$ cat config.mk
export PLATFORM = sky130hd
export DESIGN_NAME = mc_control
export DESIGN_NICKNAME = d
export VERILOG_FILES = /design/src/rtl/mc_control.sv
export SDC_FILE = /design/constraint.sdc
export NUM_CORES = 1
export LEC_CHECK = 0
export ABC_AREA = 0
export BUFFER_PORTS_ARGS = -buffer_cell sky130_fd_sc_hd__buf_2
export CORE_MARGIN = 3
export CORE_UTILIZATION = 30
export CTS_CLUSTER_DIAMETER = 50
export DETAILED_ROUTE_END_ITERATION = 7
export GPL_TIMING_DRIVEN = 0
export PLACE_DENSITY = 0.62
export SLEW_MARGIN = 10
export SYNTH_ARGS = -nofsm -noshare
export SYNTH_HDL_FRONTEND = slang
export SYNTH_SLANG_ARGS = --single-unit
$ cat constraint.sdc
create_clock -name clk -period 1.9 [get_ports clk]
set_input_delay 0.095 -clock clk [delete_from_list [all_inputs] [get_ports clk]]
set_output_delay 0.095 -clock clk [all_outputs]
set_load 0.02 [all_outputs]
$ cat src/rtl/mc_control.sv
// mc_control: multi-cycle RV32I control unit.
// FSM over a shared memory port and a mul-div unit.
package mc_pkg;
  localparam logic [6:0] OP_LOAD  = 7'b0000011;
  localparam logic [6:0] OP_STORE = 7'b0100011;
  localparam logic [6:0] OP_ALI   = 7'b0010011;
  localparam logic [6:0] OP_ALR   = 7'b0110011;
  localparam logic [6:0] OP_BR    = 7'b1100011;
  localparam logic [6:0] OP_JAL   = 7'b1101111;
  localparam logic [6:0] OP_JALR  = 7'b1100111;
  localparam logic [6:0] OP_LUI   = 7'b0110111;
  localparam logic [6:0] OP_AUIPC = 7'b0010111;

  localparam logic [6:0] F7_0   = 7'b0000000;
  localparam logic [6:0] F7_ALT = 7'b0100000;
  localparam logic [6:0] F7_MD  = 7'b0000001;

  localparam logic PC_PC4  = 1'b0;
  localparam logic PC_ALU  = 1'b1;
  localparam logic M_READ  = 1'b0;
  localparam logic M_WRITE = 1'b1;
  localparam logic A_RS1   = 1'b0;
  localparam logic A_PC    = 1'b1;
  localparam logic B_RS2   = 1'b0;
  localparam logic B_IMM   = 1'b1;

  localparam logic [1:0] WB_ALU = 2'd0;
  localparam logic [1:0] WB_DM  = 2'd1;
  localparam logic [1:0] WB_PC4 = 2'd2;
  localparam logic [1:0] WB_MD  = 2'd3;

  localparam logic [2:0] IMM_I = 3'd0;
  localparam logic [2:0] IMM_S = 3'd1;
  localparam logic [2:0] IMM_B = 3'd2;
  localparam logic [2:0] IMM_U = 3'd3;
  localparam logic [2:0] IMM_J = 3'd4;

  localparam logic [3:0] ALU_ADD   = 4'b0000;
  localparam logic [3:0] ALU_PASSB = 4'b1111;

  typedef enum logic [2:0] {
    FETCH  = 3'd0,
    DECODE = 3'd1,
    EXEC   = 3'd2,
    MEM    = 3'd3,
    WB     = 3'd4,
    MDWAIT = 3'd5,
    TRAP   = 3'd6
  } state_t;
endpackage

module mc_control
  import mc_pkg::*;
#(
  parameter bit          HAS_MULDIV = 1'b1,
  parameter int unsigned TIMEOUT    = 255,
  parameter int unsigned TO_W       = 8,
  parameter int unsigned CNT_W      = 32
) (
  input  logic             clk,
  input  logic             rst_n,
  input  logic [6:0]       opcode,
  input  logic [2:0]       funct3,
  input  logic [6:0]       funct7,
  input  logic             brtaken,
  input  logic             mem_ready,
  input  logic             md_done,
  output logic [2:0]       state,
  output logic             ir_wen,
  output logic             pc_wen,
  output logic             pc_sel,
  output logic             reg_wen,
  output logic             mem_req,
  output logic             mem_rw,
  output logic             addr_sel,
  output logic             a_sel,
  output logic             b_sel,
  output logic [1:0]       wb_sel,
  output logic [2:0]       imm_sel,
  output logic [3:0]       alu_sel,
  output logic             mem_sign,
  output logic [1:0]       mem_len,
  output logic [2:0]       br_sel,
  output logic             md_start,
  output logic [2:0]       md_op,
  output logic             trap,
  output logic [1:0]       trap_cause,
  output logic [CNT_W-1:0] instret
);
  state_t          st, nxt;
  logic [6:0]      op_q;
  logic [2:0]      f3_q;
  logic            md_q;
  logic [TO_W-1:0] to_cnt;
  logic            to_lim, retire;
  logic            ill, dec_a, dec_b, dec_md;
  logic [1:0]      dec_wb;
  logic [2:0]      dec_imm;
  logic [3:0]      dec_alu;
  logic            is_ld, is_st, is_br, is_jmp;

  assign state    = st;
  assign mem_sign = f3_q[2];
  assign mem_len  = f3_q[1:0];
  assign br_sel   = f3_q;
  assign md_op    = f3_q;
  assign is_ld    = (op_q == OP_LOAD);
  assign is_st    = (op_q == OP_STORE);
  assign is_br    = (op_q == OP_BR);
  assign is_jmp   = (op_q == OP_JAL) || (op_q == OP_JALR);
  assign to_lim   = (TIMEOUT != 0) &&
                    (to_cnt == TO_W'(TIMEOUT - 1));

  // Decode the live IR fields and flag illegal encodings.
  always_comb begin
    ill     = 1'b0;
    dec_a   = A_RS1;
    dec_b   = B_IMM;
    dec_md  = 1'b0;
    dec_wb  = WB_ALU;
    dec_imm = IMM_I;
    dec_alu = ALU_ADD;
    unique case (opcode)
      OP_LOAD:  dec_wb = WB_DM;
      OP_STORE: dec_imm = IMM_S;
      OP_ALI: begin
        if (funct3 == 3'b101) begin
          dec_alu = {funct7[5], funct3};
          ill = (funct7 != F7_0) && (funct7 != F7_ALT);
        end else begin
          dec_alu = {1'b0, funct3};
          ill = (funct3 == 3'b001) && (funct7 != F7_0);
        end
      end
      OP_ALR: begin
        dec_b   = B_RS2;
        dec_alu = {funct7[5], funct3};
        dec_md  = HAS_MULDIV && (funct7 == F7_MD);
        if (dec_md) dec_wb = WB_MD;
        ill = !((funct7 == F7_0) || dec_md ||
                ((funct7 == F7_ALT) &&
                 ((funct3 == 3'b000) || (funct3 == 3'b101))));
      end
      OP_BR: begin
        dec_a   = A_PC;
        dec_imm = IMM_B;
        ill     = (funct3[2:1] == 2'b01);
      end
      OP_JAL: begin
        dec_a   = A_PC;
        dec_imm = IMM_J;
        dec_wb  = WB_PC4;
      end
      OP_JALR: begin
        dec_wb = WB_PC4;
        ill    = (funct3 != 3'b000);
      end
      OP_LUI: begin
        dec_imm = IMM_U;
        dec_alu = ALU_PASSB;
      end
      OP_AUIPC: begin
        dec_a   = A_PC;
        dec_imm = IMM_U;
      end
      default: ill = 1'b1;
    endcase
  end

  // Next state and strobes; everything is quiet while in reset.
  always_comb begin
    nxt      = st;
    retire   = 1'b0;
    ir_wen   = 1'b0;
    pc_wen   = 1'b0;
    pc_sel   = PC_PC4;
    reg_wen  = 1'b0;
    mem_req  = 1'b0;
    mem_rw   = M_READ;
    addr_sel = 1'b0;
    md_start = 1'b0;
    if (rst_n) begin
      unique case (st)
        FETCH: begin
          mem_req = 1'b1;
          if (mem_ready) begin
            ir_wen = 1'b1;
            nxt    = DECODE;
          end else if (to_lim) begin
            nxt = TRAP;
          end
        end
        DECODE: nxt = ill ? TRAP : EXEC;
        EXEC: begin
          unique case (1'b1)
            is_ld || is_st: nxt = MEM;
            md_q: begin
              md_start = 1'b1;
              nxt      = MDWAIT;
            end
            is_br: begin
              pc_wen = 1'b1;
              pc_sel = brtaken ? PC_ALU : PC_PC4;
              retire = 1'b1;
              nxt    = FETCH;
            end
            default: nxt = WB;
          endcase
        end
        MEM: begin
          mem_req  = 1'b1;
          addr_sel = 1'b1;
          mem_rw   = is_st ? M_WRITE : M_READ;
          if (mem_ready) begin
            if (is_st) begin
              pc_wen = 1'b1;
              retire = 1'b1;
              nxt    = FETCH;
            end else begin
              nxt = WB;
            end
          end else if (to_lim) begin
            nxt = TRAP;
          end
        end
        MDWAIT: if (md_done) nxt = WB;
        WB: begin
          reg_wen = 1'b1;
          pc_wen  = 1'b1;
          pc_sel  = is_jmp ? PC_ALU : PC_PC4;
          retire  = 1'b1;
          nxt     = FETCH;
        end
        TRAP:    nxt = TRAP;
        default: nxt = FETCH;
      endcase
    end
  end

  // State, latched decode, timeout, trap and retire counter.
  always_ff @(posedge clk or negedge rst_n) begin
    if (!rst_n) begin
      st         <= FETCH;
      op_q       <= '0;
      f3_q       <= '0;
      md_q       <= 1'b0;
      a_sel      <= 1'b0;
      b_sel      <= 1'b0;
      wb_sel     <= '0;
      imm_sel    <= '0;
      alu_sel    <= '0;
      to_cnt     <= '0;
      trap       <= 1'b0;
      trap_cause <= '0;
      instret    <= '0;
    end else begin
      st <= nxt;
      if (nxt != st) to_cnt <= '0;
      else if (mem_req && !mem_ready) to_cnt <= to_cnt + 1'b1;
      if (retire) instret <= instret + 1'b1;
      if ((nxt == TRAP) && (st != TRAP)) begin
        trap       <= 1'b1;
        trap_cause <= (st == DECODE) ? 2'd1 : 2'd2;
      end
      if ((st == DECODE) && !ill) begin
        op_q    <= opcode;
        f3_q    <= funct3;
        md_q    <= dec_md;
        a_sel   <= dec_a;
        b_sel   <= dec_b;
        wb_sel  <= dec_wb;
        imm_sel <= dec_imm;
        alu_sel <= dec_alu;
      end
    end
  end
endmodule

# == Word level (Yosys, flattened, before mapping) ==
# Cells that the tools add are included.
# classes
n_addsub,2
mul,0
div_mod_pow,0
n_lt_le_gt_ge,0
eq_ne,30
shift,0
n_mux,46
bitwise_logic,0
n_reduce_logical,25
# op_table
operator,n
$eq 7x7->1 const B,6
$eq 7x6->1 const B,5
$add 32x1->32 const B,1
$mux 1,26
$mux 3,7
$pmux 3 s6,1
$mux 8,2
$eq 3x3->1 const B,5
$eq 7x2->1 const B,2
$eq 7x5->1 const B,2
$pmux 3 s4,1
$pmux 4 s3,1
$pmux 3 s3,1
$add 8x1->8 const B,1
$eq 8x8->1 const B,1
$eq 7x1->1 const B,1
$logic_not 7->1,1
$ne 7x6->1 const B,1
$reduce_bool 7->1,1
$eq 3x1->1 const B,2
$eq 3x2->1 const B,2
$logic_and 1x1->1,6
$logic_not 3->1,2
$pmux 2 s3,1
other kinds (15),24
# totals
regBits,68
latch_bits,0
ramBits,0
rom_bits,0
input_bits,22
out_inout_bits,66
elab_cells,116
memories,0

# == Depth between registers and ports, before layout ==
# logic_depth
depth_word,11
depth_mapped,9
depth_no_buf,8

# == Worst setup path after synthesis ==
# OpenSTA, ideal clock, no wires.
# synth_timing
path_type,register to register
start,register op_q[2]
end,register instret[24]
setup_ns,0.130
arrival_time_ns,1.839
required_time_ns,1.770
path_slack_ns,-0.069
stages_incl_launch_ff,8
path_buffers,1
synth_period_minus_slack_ns,1.969
path_cell_list,dfrtp_1 -> or2_2 -> a2111o_1 -> a21o_1 -> nor2_4 -> buf_4 -> nand3_1 -> xnor2_1
# synth_between
elab_chain_cells,5
word_cells_on_any_way,7
cone_classes,eq/ne (2); mux (5)
# synth_lines
item,line,rtl
"start, declared",91,logic [6:0] op_q;
"start signal, assigned",266,op_q <= opcode;
$eq 7x6->1,108,assign is_st = (op_q == OP_STORE);
$mux 1,215,if (is_st) begin
$mux 1,214,if (mem_ready) begin
$pmux 1 s3 *,183,unique case (st)
$mux 1 *,182,if (rst_n) begin
"end signal, assigned",260,if (retire) instret <= instret + 1'b1;
"end, declared",88,output logic [CNT_W-1:0] instret
# Mark *: on every way between the ends. The rest lies on a longest branch, timed or not.
# A chain may end at the register's enable or synchronous reset.

# == Worst setup path after layout ==
# layout_timing
start,register op_q[6]
end,register instret[16]
# The elaborated chain is that of the path after synthesis.

==> impl_metrics.csv <==
group,metric,value,unit
status,status,"complete, but fails checks",
status,violations,"setup timing",
die,start_util,31.3,%
synthesis,synth_ff_type,"dfrtp_1",
power_and_ir_drop,power_density,1280,nW/um2
layout,multiInputGateArea,1980,um2
layout,nNetsFinal,512,
die,io_pins,88,
worst_setup_path,crit_path_end_kind,"register",
worst_setup_path,worstSetupStartpointType,"register",
synthesis,postSynthAreaPerCell,10.2,um2
worst_setup_path,critPathSlowestCell,"a2111o_1",
routing,drtAntennaViolNets,0,
sta,layout_setup_ws,-64.4,ps
worst_setup_path,max_stage_delay,480,ps
synthesis,ys_seq_elements,68,
layout,diodes,0,
grt,grt-ovfl-total,0,
routing,drt_iter0_drc,163,
power_and_ir_drop,ir_worst_vdd,0.000597,V
clocking,clk_latency,340,ps
layout,stdcell_area,5200,um2
layout,drive_gt1_share,45.3,%
sta,rsz0062_at_grt,"yes",
die,die_h,116,um
worst_setup_path,crit_type,"reg -> reg",
worst_setup_path,critPathLaunch,"op_q[6]",
sta,finClkSkew,5.65,ps
placement,dp_hpwl,6770,um
clocking,cts_sinks,68,
sta,fmax,509,MHz
synthesis,synth.distinct_cells,59,
worst_setup_path,cp_max_fo,10,
grt,track_usage,15.0,%
clocking,path_clk_slew,60,ps
synthesis,yosysSeqAreaShare,46.9,%
clocking,cts_buffers,9,
worst_setup_path,crit_arrival,2180,ps
sta,period_share,103,%
routing,vias,3189,
grt,antenna_found_initial,0,
routing,routed_via_density,5.02,
placement,io_buffers,86,
sta,setup_violations,28,
sta,worst_pin_slew,555,ps
sta,hold-worst-slack,67.8,ps
die,rows,39,
worst_setup_path,worstPathRequired,2120,ps
die,core_area,11600,um2
worst_setup_path,crit_buf_inv,2,
synthesis,yosys_warnings,0,
sta,finalHoldViolCount,0,
die,die-area,13500,um2
worst_setup_path,reg2reg_from,"op_q[6]",
synthesis,synth_nets,382,
sta,period_minus_slack,1960,ps
clocking,cts-root-buf,"clkbuf_16",
clocking,cts_tree,"built",
layout,seqCellArea,1710,um2
min_path,min_path_type,"in -> reg",
clocking,htree_levels,3,
sta,final_max_slew_viol_count,0,
layout,area_growth,43.1,%
flow_run,maxCapViolations,0,
worst_setup_path,crit_family,"compound AO/OA/AOI/OAI gates",
synthesis,synth_edf_count,0,
placement,placed_area,4300,um2
layout,fin_util,44.8,%
synthesis,postSynthCellCount,357,
min_path,worstHoldStart,"opcode[5]",
routing,wl,9940,um
synthesis,synth.cell_area,3630,um2
placement,routabilityCongestion,0.882,
synthesis,synthArstFlopShare,100,%
layout,n_fill_cell,1129,
routing,avgRoutedWirePerCell,15.7,um
routing,route.detailed.drc,0,
clocking,cts_buffer_depth,2,
grt,first_global_vias,3079,
sta,relSlewSlack,63.0,%
power_and_ir_drop,finalPower,6660,uW
die,die_width,116,um
power_and_ir_drop,p_leak,0.00242,uW
grt,grt_pass1_wl,15800,um
grt,grt_max_degree,39,
worst_setup_path,crit_chain,"buf_4 > nand2b_4 > a2111o_1 > a21o_4 > nor2_4 > buf_6 > nand3_1 > xnor2_1",
routing,drt_first_pass_iters,4,
-- registers in the layout, indices dropped and copies added, names as in the netlist --
signal      flops
b_sel           1
alu_sel         4
wb_sel          2
br_sel          3
md_q            1
trap_cause      2
imm_sel         3
instret        32
state           3
a_sel           1
to_cnt          8
op_q            7
trap            1
-- per-stage QoR --
stage,instances,TNS (ps),worst slack [ps]
finish,635,-1010,-64.4
global route,635,-3530,-152
CTS,629,-1150,-89.4
detailed placement,587,-25660,-755
global placement,586,-54490,-1320
floorplan,357,-0.217,-0.217
-- final cells by class --
| cell class | instances | area share [%] |
|---|---|---|
| multi-input combinational | 260 | 38.0 |
| sequential | 68 | 32.9 |
| timing repair buffer | 120 | 15.6 |
| clock buffer | 11 | 4.86 |
| tap | 143 | 3.44 |
| buffer | 18 | 2.77 |
| clock inverter | 5 | 1.61 |
| inverter | 10 | 0.770 |
-- synthesized netlist by cell type (all sizes together), types with 4 or more instances --
cell | instances | area, um2
nand3 | 19 | 95.1
and3 | 10 | 62.6
o21ai | 8 | 43.8
or2 | 5 | 31.3
nand4 | 7 | 43.8
inv | 10 | 37.5
xor2 | 11 | 96.3
nor4 | 4 | 31.3
a21oi | 22 | 125
xnor2 | 27 | 236
nand3b | 6 | 45.0
o21a | 4 | 30.0
dfrtp | 68 | 1700
buf | 16 | 115
nor2b | 6 | 37.5
mux2 | 12 | 135
nor3 | 11 | 55.1
nand2b | 10 | 62.6
and4 | 7 | 61.3
nor2 | 28 | 120
nand2 | 24 | 90.1
-- power breakdown --
part | switching (uW) | internal, uW
logic | 1510 | 1200
registers | 263 | 1790
clock network | 666 | 1220
total | 2440 | 4220
-- cells by family after synthesis --
logic type	synth area share (%)
compound gates	10.4
buf+inv	4.51
mux	4.00
flops	46.9
fa+ha+maj	1.03
simple gates	24.0
xor+xnor	9.17
-- per-layer routing --
| metal | global-route usage, % | share of wire, % |
|---|---|---|
| met2 | 22.6 | 47 |
| met5 | 0 | 0 |
| met1 | 20.4 | 46 |
| met3 | 3.76 | 4.4 |
| met4 | 6.96 | 2.6 |
-- path summary, 6_finish.rpt --
| check | end | slack [ps] | depth (start not counted) |
|---|---|---|---|
| max | instret[16] | -60 | 8 |
| min | b_sel | 70 | 2 |
| max reg2reg | instret[16] | -60 | 8 |
| min reg2reg | instret[31] | 470 | 1 |
| max in group asynchronous | state[1] | 1100 | 6 |
| min in group asynchronous | trap_cause[1] | 570 | 6 |
-- what timing repair did --
| action | 4_1_cts | 5_1_grt |
|---|---|---|
| resized for setup | 48 | 20 |
| endpoints found under the setup margin | 60 | 55 |
| cloned | 1 | 0 |
| hold endpoints to repair | 68 | 0 |
| pin swaps | 17 | 15 |
| setup buffers | 18 | 7 |
| hold buffers | 7 | 0 |
-- placed cells by master (no fill, tap or decap), drive strengths merged, types with 3 or more instances in the layout --
cell      n
nand2b   10
a21oi    22
nor4      4
inv      10
nand4     7
nand3    19
buf     132
clkbuf   15
nor2b     6
and3     10
xor2     11
ha        3
mux2     12
o21a      4
dfrtp    68
xnor2    27
and2      3
a211oi    3
or2       5
nand2    24
o21ai     8
nor3     11
nand3b    6
and4      7
nor4b     3
nor2     28
Note: power is estimated with default switching activity, not from simulation.
